### src/rtl/skinny_sbox_ghpc_pipe.sv
// Masked SKINNY-64 S-box: order-D sharing, LANES nibbles per beat, five register
// stages built around one-cycle AND gadgets, valid/ready with whole-pipeline stall.

module skinny_ghpc_and #(
   parameter int NSH = 2,
   parameter int R   = 1
) (
   input  logic           clk,
   input  logic           rst_n,
   input  logic           en,
   input  logic [NSH-1:0] a,
   input  logic [NSH-1:0] b,
   input  logic [R-1:0]   fresh,
   output logic [NSH-1:0] z
);
   logic [NSH-1:0][NSH-1:0] term_d, term_q;

   function automatic int pidx(input int i, input int j);
      return i * NSH - i * (i + 1) / 2 + (j - i - 1);
   endfunction

   // Cross products share one fresh bit with their mirror term and are registered
   // before compression, so glitches never combine unblinded shares.
   for (genvar i = 0; i < NSH; i++) begin : g_i
      for (genvar j = 0; j < NSH; j++) begin : g_j
         if (i == j) begin : g_dom
            assign term_d[i][j] = a[i] & b[j];
         end else if (i < j) begin : g_up
            assign term_d[i][j] = (a[i] & b[j]) ^ fresh[pidx(i, j)];
         end else begin : g_lo
            assign term_d[i][j] = (a[i] & b[j]) ^ fresh[pidx(j, i)];
         end
      end
   end

   always_ff @(posedge clk)
      if (!rst_n)  term_q <= '0;
      else if (en) term_q <= term_d;

   always_comb begin
      z = '0;
      for (int i = 0; i < NSH; i++)
         for (int j = 0; j < NSH; j++)
            z[i] = z[i] ^ term_q[i][j];
   end
endmodule

module skinny_sbox_ghpc_lane #(
   parameter int NSH = 2,
   parameter int R   = 1
) (
   input  logic                 clk,
   input  logic                 rst_n,
   input  logic                 en,
   input  logic [3:0][NSH-1:0]  x,
   input  logic [4*R-1:0]       fresh,
   output logic [3:0][NSH-1:0]  y
);
   // (a,b,c,d) = (x3,x2,x1,x0); y = (d', a', b', c') with
   // d' = d^(~a&~b), a' = a^(~b&~c), b' = b^(~c&~d'), c' = c^(~d'&~a').
   localparam logic [NSH-1:0] INV = NSH'(1);

   logic [NSH-1:0] s1_a, s1_b, s1_c, s1_d, s1_na, s1_nb, s1_nc;
   logic [NSH-1:0] s2_a, s2_b, s2_c, s2_d, t1, t3;
   logic [NSH-1:0] s3_b, s3_c, s3_dp, s3_ap, s3_nc, s3_ndp, s3_nap;
   logic [NSH-1:0] s4_b, s4_c, s4_dp, s4_ap, t2, t4;

   always_ff @(posedge clk)
      if (!rst_n) begin
         s1_a <= '0; s1_b <= '0; s1_c <= '0; s1_d <= '0;
         s1_na <= '0; s1_nb <= '0; s1_nc <= '0;
         s2_a <= '0; s2_b <= '0; s2_c <= '0; s2_d <= '0;
         s3_b <= '0; s3_c <= '0; s3_dp <= '0; s3_ap <= '0;
         s3_nc <= '0; s3_ndp <= '0; s3_nap <= '0;
         s4_b <= '0; s4_c <= '0; s4_dp <= '0; s4_ap <= '0;
         y <= '0;
      end else if (en) begin
         s1_a  <= x[3];       s1_b  <= x[2];       s1_c  <= x[1];       s1_d <= x[0];
         s1_na <= x[3] ^ INV; s1_nb <= x[2] ^ INV; s1_nc <= x[1] ^ INV;
         s2_a  <= s1_a;       s2_b  <= s1_b;       s2_c  <= s1_c;       s2_d <= s1_d;
         s3_b   <= s2_b;
         s3_c   <= s2_c;
         s3_dp  <= s2_d ^ t1;
         s3_ap  <= s2_a ^ t3;
         s3_nc  <= s2_c ^ INV;
         s3_ndp <= s2_d ^ t1 ^ INV;
         s3_nap <= s2_a ^ t3 ^ INV;
         s4_b  <= s3_b;  s4_c  <= s3_c;  s4_dp <= s3_dp;  s4_ap <= s3_ap;
         y[3] <= s4_dp;
         y[2] <= s4_ap;
         y[1] <= s4_b ^ t2;
         y[0] <= s4_c ^ t4;
      end

   skinny_ghpc_and #(.NSH(NSH), .R(R)) u_and1 (
      .clk(clk), .rst_n(rst_n), .en(en), .a(s1_na), .b(s1_nb), .fresh(fresh[0 +: R]), .z(t1));
   skinny_ghpc_and #(.NSH(NSH), .R(R)) u_and3 (
      .clk(clk), .rst_n(rst_n), .en(en), .a(s1_nb), .b(s1_nc), .fresh(fresh[R +: R]), .z(t3));
   skinny_ghpc_and #(.NSH(NSH), .R(R)) u_and2 (
      .clk(clk), .rst_n(rst_n), .en(en), .a(s3_nc), .b(s3_ndp), .fresh(fresh[2*R +: R]), .z(t2));
   skinny_ghpc_and #(.NSH(NSH), .R(R)) u_and4 (
      .clk(clk), .rst_n(rst_n), .en(en), .a(s3_ndp), .b(s3_nap), .fresh(fresh[3*R +: R]), .z(t4));
endmodule

module skinny_sbox_ghpc_pipe #(
   parameter  int D     = 1,
   parameter  int LANES = 1,
   localparam int NSH   = D + 1,
   localparam int R     = D * (D + 1) / 2
) (
   input  logic                     clk,
   input  logic                     rst_n,
   input  logic                     in_valid,
   output logic                     in_ready,
   input  logic [NSH*LANES*4-1:0]   x_shares,
   input  logic [LANES*4*R-1:0]     fresh,
   output logic                     fresh_req,
   output logic                     out_valid,
   input  logic                     out_ready,
   output logic [NSH*LANES*4-1:0]   y_shares
);
   logic       advance, accept;
   logic [5:1] vld_pipe;
   logic [LANES-1:0][3:0][NSH-1:0] x_lane, y_lane;

   assign advance   = !vld_pipe[5] | out_ready;
   assign in_ready  = advance & rst_n;
   assign fresh_req = advance & rst_n;
   assign accept    = in_valid & in_ready;
   assign out_valid = vld_pipe[5];

   always_ff @(posedge clk)
      if (!rst_n)       vld_pipe <= '0;
      else if (advance) vld_pipe <= {vld_pipe[4:1], accept};

   // Regroup the share-major bus into per-lane, per-bit share vectors.
   always_comb begin
      x_lane   = '0;
      y_shares = '0;
      for (int s = 0; s < NSH; s++)
         for (int l = 0; l < LANES; l++)
            for (int b = 0; b < 4; b++) begin
               x_lane[l][b][s]                = x_shares[(s*LANES+l)*4+b];
               y_shares[(s*LANES+l)*4+b]      = y_lane[l][b][s];
            end
   end

   for (genvar l = 0; l < LANES; l++) begin : g_lane
      skinny_sbox_ghpc_lane #(.NSH(NSH), .R(R)) u_lane (
         .clk(clk), .rst_n(rst_n), .en(advance),
         .x(x_lane[l]), .fresh(fresh[l*4*R +: 4*R]), .y(y_lane[l]));
   end
endmodule

### config.mk
export PLATFORM = sky130hd
export DESIGN_NAME = skinny_sbox_ghpc_pipe
export DESIGN_NICKNAME = d
export VERILOG_FILES = /design/src/rtl/skinny_sbox_ghpc_pipe.sv
export SDC_FILE = /design/constraint.sdc
export NUM_CORES = 1
export LEC_CHECK = 0
export BUFFER_PORTS_ARGS = -buffer_cell sky130_fd_sc_hd__clkbuf_2
export CAP_MARGIN = 40
export CORE_ASPECT_RATIO = 0.9
export CORE_UTILIZATION = 50
export CTS_CLUSTER_SIZE = 16
export DETAILED_ROUTE_END_ITERATION = 6
export PLACE_DENSITY = 0.78
export SYNTH_ARGS = -nofsm -noshare
export SYNTH_HDL_FRONTEND = slang
export SYNTH_SLANG_ARGS = --single-unit
### constraint.sdc
create_clock -name clk -period 1.68 [get_ports clk]
set_input_delay 0.084 -clock clk [delete_from_list [all_inputs] [get_ports clk]]
set_output_delay 0.084 -clock clk [all_outputs]
set_load 0.005 [all_outputs]
==> metrics.md, run 1 <==
| Metric | Value |
|---|---|
| Number of port buffers | 26 |
| CP cell instances | nand2b_4, and2_1, clkbuf_2 |
| Switching fraction of total power | 21.8% |
| Cell area after synthesis | 2920 sq um |
| Core region area | 5660 sq um |
| Global-route met1 utilization | 21.9% |
| Post-CTS Setup Inserts | 0 |
| TritonCTS clock tree | done |
| Post-synthesis instance total | 307 |
| Met3 layer usage reported by global route | 5.89% |
| Yosys warning count | 0 |
| Sequential group share of total power | 49.7% |
| Maximum number of pins on one net before global-route repair | 45 |
| Total non-filler cell area in the finished layout | 3310 sq um |
| Average instance area after synthesis | 9.52 sq um |
| Worst relative slew slack | 71.6% |
| Static Leakage | 1.27 nW |
| Period Utilization, post-route | 87.0% |
| Die width | 82.6 um |
| First-pass iteration count of the detailed router | 4 |
| Classification of the worst-slack hold path | in -> reg |
| Number of register bits inferred by synthesis | 67 |
| Most area-consuming cells after synthesis | sky130_fd_sc_hd__dfxtp_1, sky130_fd_sc_hd__a21boi_2, sky130_fd_sc_hd__nand2_1 |
| Wire length after detailed routing | 5.27 mm |
| Total Die Area | 6160 sq um |
| VDD IR max | 676 uV |
| Accumulated negative setup slack | 0 ns |
| Buffers plus inverters on the worst setup path | 1 |
| Combinational fraction of design power | 7.0% |
| Fraction of synthesis flops using an asynchronous set or reset pin | 0% |
| Post-detailed-route wirelength per cell | 12.9 um |
| Layout Nets | 348 |
| Register-to-Register Setup Slack | 0.37 ns |
| CTS root buf | sky130_fd_sc_hd__clkbuf_8 |
| Proportion of synthesized chip area in sequential cells | 45.9% |
| Hold Fails Final Rpt | 0 |
| Most used flip-flop cell after synthesis | sky130_fd_sc_hd__dfxtp_1 |
| Hold buffer count at CTS | 6 |
| Net switching component of the power | 758 uW |
| CTS Buffer Depth | 2 |
| Setup repair after global routing missed its margin | no |
| Num rows | 26 |
| First-pass GRT wire length | 8.67 mm |
| Area Overhead vs Synth | 13.4% |
| Share of Yosys cell area claimed by the top area cell type | 45.9% |
| Number of flops mapped to enable cells by yosys | 0 |
| Global routing usage on met2 | 32.5% |
| Crit. End Element | output pin |
| Final worst hold slack | 0.0140 ns |
| Slew @ Worst Pin | 0.425 ns |
| Final number of setup-violating endpoints | 0 |
| Crit-path max cell delay | 0.39 ns |
| Post-route DRC | 0 |
| Via count of the first global-routing pass | 2024 |
| Sink count of the clock tree | 67 |
| Post-Synthesis Net Count | 323 |
| Dpl cell area | 3030 sq um |
| Final HPWL DP | 3.37 mm |
| Share of layout cells above drive strength 1 | 27.0% |
| Number of nets with antenna violations after routing | 0 |
| Top-count cell post-synth | sky130_fd_sc_hd__nand2_1 |
| CP max stage cell | sky130_fd_sc_hd__dfxtp_1 |
| Antenna diode count | 0 |
| Pwr/cell area | 1050 nW/um^2 |
| Clock power share | 43.2% |
| Commonest cells in the netlist | sky130_fd_sc_hd__nand2_1, sky130_fd_sc_hd__dfxtp_1, sky130_fd_sc_hd__a21boi_2 |
| CTS H-Tree Depth | 3 |
| Antenna violations before repair | 0 |
| Max Transition Viols Final | 0 |
| Layer with the highest usage after global routing | met2 |
| Worst-skew pair later-pin latency | 0.33 ns |
| Total via count in the routed design | 2127 |
| Arrival time worst endpoint | 1.38 ns |
| Delay-heaviest family, CP | simple AND/OR/NAND/NOR gates |
| Internal Power | 2.71 mW |
| Number of different library cells in the post-synthesis netlist | 24 |
| Crit Path Class | reg -> out |
| Ports | 27 |
| Post-detailed-route via-to-cell ratio | 5.23 |
| Total of max-cap violations | 0 |
| Status | finished, final reports clean |
| CP Max Fanout | 42 |
| Worst endpoint required time | 1.60 ns |
| Die boundary height | 74.6 um |
| Leading area contributor after synthesis | sky130_fd_sc_hd__dfxtp_1 |
| Fmax | 684 MHz |
| GR Util All Layers | 18.7% |
| Leftover overflow at the end of global routing | 0 |
| Element type at the critical path start | flip-flop |
| Final weighted congestion in routability-driven placement | 0.716 |
| Initial standard-cell utilization of the core | 51.7% |
| DRT iter0 DRCs | 106 |
| TritonCTS Buffers | 9 |
| Final period demand of the worst path | 1.46 ns |
| Clock edge transition at the registers on the reported setup and hold paths | 0.07 ns |
| Count of cells resized by post-cts repair | 0 |
| Worst clock skew on the final layout | 0.00732 ns |
==> worst reg2reg max path: stages, from the launching register on <==
cell and delay (ns):
sky130_fd_sc_hd__dfxtp_1 0.34, sky130_fd_sc_hd__nand2b_4 0.35, sky130_fd_sc_hd__buf_12 0.24, sky130_fd_sc_hd__nand3_1 0.11, sky130_fd_sc_hd__o211ai_1 0.20
==> state kept, by name, indices dropped and copies added, names as in the netlist, 4 cells and up <==
name,cells
g_lane.u_lane.y,8
vld_pipe,5
g_lane.u_lane.u_and1.term_q,4
g_lane.u_lane.u_and2.term_q,4
g_lane.u_lane.u_and3.term_q,4
g_lane.u_lane.u_and4.term_q,4
==> placed cells by master (no fill, tap or decap) <==
cell type	synthesis	final
sky130_fd_sc_hd__bufinv_16	0	2
sky130_fd_sc_hd__a21boi_1	3	3
sky130_fd_sc_hd__and2_1	1	1
sky130_fd_sc_hd__clkbuf_8	0	11
sky130_fd_sc_hd__and2b_1	1	1
sky130_fd_sc_hd__xor2_1	14	14
sky130_fd_sc_hd__clkinvlp_4	0	1
sky130_fd_sc_hd__o21a_1	1	1
sky130_fd_sc_hd__nand4b_1	6	6
sky130_fd_sc_hd__nand2_2	1	1
sky130_fd_sc_hd__clkbuf_1	6	1
sky130_fd_sc_hd__o211a_1	3	3
sky130_fd_sc_hd__nand2_1	91	91
sky130_fd_sc_hd__a21boi_0	2	2
sky130_fd_sc_hd__a21boi_2	41	41
sky130_fd_sc_hd__buf_4	3	5
sky130_fd_sc_hd__o211ai_1	6	6
sky130_fd_sc_hd__buf_12	1	2
sky130_fd_sc_hd__o21ai_0	11	11
sky130_fd_sc_hd__dlygate4sd3_1	0	6
sky130_fd_sc_hd__xor3_1	2	2
sky130_fd_sc_hd__nand2b_4	1	1
sky130_fd_sc_hd__nand3_1	20	20
sky130_fd_sc_hd__a21oi_1	11	11
sky130_fd_sc_hd__dfxtp_1	67	67
sky130_fd_sc_hd__clkbuf_2	0	26
sky130_fd_sc_hd__clkinv_2	0	1
==> through the flow <==
stage                     power, mW  cells  util, %  setup WS [ns]
after global placement         1.99    385     53.5          0.455
after global routing           3.61    407     58.6          0.107
after CTS                      3.50    407     58.6          0.201
after detailed placement       2.00    385     53.5          0.370
after floorplan                1.92    307        -          0.566
final                          3.47    407     58.6          0.218
==> power groups by stage <==
| stage | clock network, mW | registers, mW | logic, mW |
|---|---|---|---|
| after detailed placement | 0 | 1.76 | 0.235 |
| final | 1.50 | 1.73 | 0.245 |
| after global placement | 0 | 1.76 | 0.226 |
| after floorplan | 0 | 1.74 | 0.181 |
| after global routing | 1.60 | 1.74 | 0.275 |
| after CTS | 1.53 | 1.73 | 0.247 |
==> layer usage <==
layer  vias to the layer above  routed length [um]
li1                       1084                   -
met1                      1008                2500
met2                        28                2510
met3                         7                 179
met4                         0                  75
met5                         -                   0
==> layout make-up <==
type | instances | area [sq um]
fill | 490 | 2350
multi-input combinational | 215 | 1390
sequential | 67 | 1340
timing repair buffer | 39 | 268
clock buffer | 12 | 155
tap | 70 | 87.6
clock inverter | 4 | 72.6
==> worst paths after layout <==
path | cells after the start | end | from
worst max-delay path | 3 | in_ready | vld_pipe[5]
worst min-delay path | 3 | g_lane[0].u_lane.s1_b[0] | x_shares[2]
worst max register to register | 4 | g_lane[0].u_lane.y[2] | vld_pipe[5]
worst min register to register | 2 | g_lane[0].u_lane.s1_d[1] | g_lane[0].u_lane.s1_d[1]
==> logic make-up (layout without fill, tap and decap cells) <==
family	count (synthesis)	after routing	synth area share [%]
AOI/OAI and AO/OA	78	78	23.7
xor gates and xnor gates	16	16	5.82
buffers and inverters	25	55	6.59
DFF	67	67	45.9
and+or+nand+nor	121	121	18.1
Power figures use the tool's default switching activity.
==> run 2: changes to the inputs <==
ABC_AREA = 1   (was unset)
CORE_MARGIN = 2   (was unset)
==> run 2 against run 1 <==
  * Via count grew 9.0%
  * Power shrank 7.7%
  * Critical path type unchanged
  * Setup slack lost 0.024 ns
  * Largest cell class is now flip-flops and latches
==> metrics.md, run 2 <==
| Metric | Value |
|---|---|
| Status | finished, final reports clean |
| Worst hold path depth | 3 |
| Post-detailed-route wirelength per cell | 11.9 um |
| Final Core Density | 59.7% |
| Ports | 27 |
| Most used flip-flop cell after synthesis | sky130_fd_sc_hd__dfxtp_1 |
| Worst clock skew on the final layout | 0.00460 ns |
| Leftover overflow at the end of global routing | 0 |
| Post-CTS Setup Inserts | 0 |
| Register area | 1340 sq um |
| Pwr/cell area | 1030 nW/um^2 |
| Die boundary height | 73.4 um |
| Core region area | 5220 sq um |
| Leading registers by flop count | g_lane.u_lane.y (8), vld_pipe (5) |
| Num rows | 25 |
| TritonCTS clock tree | done |
| Arrival time worst endpoint | 1.40 ns |
| CTS Buffer Depth | 2 |
| Die width | 81.2 um |
| Proportion of synthesized chip area in sequential cells | 50.1% |
| Crit. End Element | output pin |
| Fraction of synthesis flops using an asynchronous set or reset pin | 0% |
| Cell area after synthesis | 2680 sq um |
| Share of Yosys cell area claimed by the top area cell type | 50.1% |
| Clock edge transition at the registers on the reported setup and hold paths | 0.06 ns |
| Antenna diode count | 0 |
| Via count of the first global-routing pass | 2130 |
| Setup repair after global routing missed its margin | no |
| Post-detailed-route via-to-cell ratio | 5.03 |
| Number of different library cells in the post-synthesis netlist | 20 |
| Antenna violations before repair | 0 |
| Number of register bits inferred by synthesis | 67 |
| First-pass iteration count of the detailed router | 5 |
| GR Util All Layers | 21.1% |
| Final number of setup-violating endpoints | 0 |
| Startpoint of the lowest-slack register-to-register path | vld_pipe[5] |
| Leading area contributor after synthesis | sky130_fd_sc_hd__dfxtp_1 |
| Final HPWL DP | 3.53 mm |
| Hold Fails Final Rpt | 0 |
| Max FFs per register | 8 |
| Commonest cells after routing, fill and taps aside | sky130_fd_sc_hd__dfxtp_1, sky130_fd_sc_hd__nand2_1, sky130_fd_sc_hd__o21ai_0, sky130_fd_sc_hd__nor2_1, sky130_fd_sc_hd__inv_1 |
| Classification of the worst-slack hold path | in -> reg |
| Sink count of the clock tree | 67 |
| Max Transition Viols Final | 0 |
| CTS H-Tree Depth | 3 |
| Static Leakage | 1.42 nW |
| Post-Synthesis Net Count | 374 |
| Yosys warning count | 0 |
| Worst-skew pair later-pin latency | 0.34 ns |
| VDD IR max | 734 uV |
| Fmax | 673 MHz |
| Final weighted congestion in routability-driven placement | 0.761 |
| Most area-consuming cells after synthesis | sky130_fd_sc_hd__dfxtp_1, sky130_fd_sc_hd__nand2_1, sky130_fd_sc_hd__o21ai_0 |
| Worst endpoint required time | 1.60 ns |
| DRT iter0 DRCs | 117 |
| Post-synthesis instance total | 358 |
| TritonCTS Buffers | 9 |
| Share of layout cells above drive strength 1 | 14.2% |
| Register-to-Register Setup Slack | 0.41 ns |
| Worst hold endpoint | vld_pipe[1] |
| CP Max Fanout | 14 |
| Top register by number of flip-flops | g_lane.u_lane.y |
| Period Utilization, post-route | 88.4% |
| Element type at the critical path start | flip-flop |
| Top-count cell post-synth | sky130_fd_sc_hd__dfxtp_1 |
| Average instance area after synthesis | 7.48 sq um |
| Area Overhead vs Synth | 16.4% |
| Worst Min Path Start | in_valid |
| Wire length after detailed routing | 5.49 mm |
| Post-route DRC | 0 |
| CTS root buf | sky130_fd_sc_hd__clkbuf_8 |
| Maximum number of pins on one net before global-route repair | 60 |
| Total via count in the routed design | 2319 |
| Footprint of the multi-input gates | 1100 sq um |
| Fill cell count | 490 |
| Commonest cells in the netlist | sky130_fd_sc_hd__dfxtp_1, sky130_fd_sc_hd__nand2_1, sky130_fd_sc_hd__o21ai_0 |
| Reg2Reg Capture Point | g_lane[0].u_lane.s3_nap[0] |
| Accumulated negative setup slack | 0 ns |
| Total of max-cap violations | 0 |
| Slew @ Worst Pin | 0.442 ns |
| Most common cell after layout, fill and taps aside | sky130_fd_sc_hd__dfxtp_1 |
| Number of port buffers | 26 |
| Initial standard-cell utilization of the core | 51.3% |
| Cells on worst reg2reg path | 7 |
| Final period demand of the worst path | 1.49 ns |
| Total Die Area | 5960 sq um |
| Layout Nets | 406 |
| Crit Path Class | reg -> out |
| Number of flops mapped to enable cells by yosys | 0 |
| Worst relative slew slack | 70.5% |
| Total power of the final layout | 3.20 mW |
| First-pass GRT wire length | 9.47 mm |
| Number of nets with antenna violations after routing | 0 |
-- run 2: how the worst max path moves through the flow --
| stage | endpoint | startpoint | cells past startpoint |
|---|---|---|---|
| detailed placement | g_lane[0].u_lane.s3_nap[0] | vld_pipe[5] | 7 |
| global route | in_ready | vld_pipe[5] | 7 |
| finish | fresh_req | vld_pipe[5] | 7 |
| global placement | g_lane[0].u_lane.s3_dp[1] | vld_pipe[5] | 7 |
| floorplan | g_lane[0].u_lane.y[1] | vld_pipe[5] | 7 |
| CTS | fresh_req | vld_pipe[5] | 7 |
-- run 2: kinds of logic (layout without fill, tap and decap cells) --
kind of cell              Yosys count  in the layout  synth area share (%)
AOI/OAI and AO/OA                  78             78                  14.9
buffers and inverters              56             92                  8.69
and+or+nand+nor                   149            149                  23.8
DFF                                67             67                  50.1
xor gates and xnor gates            8              8                  2.62
-- run 2: stage by stage --
step           hold WS (ns)  std cells  instance area [sq um]  setup WS (ns)
2_1_floorplan         0.174        358                   2680          0.531
3_3_place_gp          0.285        438                   2860          0.467
3_5_place_dp          0.278        438                   2860          0.434
4_1_cts              0.0199        461                   3120          0.180
5_1_grt              0.0735        461                   3120         0.0695
6_report             0.0222        461                   3120          0.194
-- run 2: layout make-up --
cell class | count | area share, %
multi-input combinational | 235 | 35.4
tap | 67 | 2.69
timing repair buffer | 41 | 8.82
inverter | 36 | 4.33
clock inverter | 2 | 0.321
sequential | 67 | 43.0
clock buffer | 13 | 5.42
-- run 2: critical path, cell delays in order (launching register included) --
cell and delay, ns:
sky130_fd_sc_hd__dfxtp_1 0.33, sky130_fd_sc_hd__inv_1 0.06, sky130_fd_sc_hd__nor2_4 0.10, sky130_fd_sc_hd__inv_2 0.06, sky130_fd_sc_hd__buf_4 0.17, sky130_fd_sc_hd__nand2_1 0.16, sky130_fd_sc_hd__inv_1 0.07, sky130_fd_sc_hd__clkbuf_2 0.11
-- run 2: layer usage --
metal  vias to the layer above  GRT usage, %  part of all wire, %
li1                       1210             -                    -
met1                      1055          25.3                   47
met2                        46          35.2                   47
met3                         8          7.74                  4.7
met4                         0          6.97                  1.5
met5                         -             0                    0
-- run 2: report_power, final --
part | internal (mW) | switching, mW | total (mW)
clock | 0.644 | 0.559 | 1.20
combinational | 0.115 | 0.144 | 0.258
sequential | 1.68 | 0.0638 | 1.74
-- run 2: what timing repair did --
item                      in CTS  in global routing
resized for setup              0                  0
hold endpoints to repair      10                  0
hold buffers                   8                  0
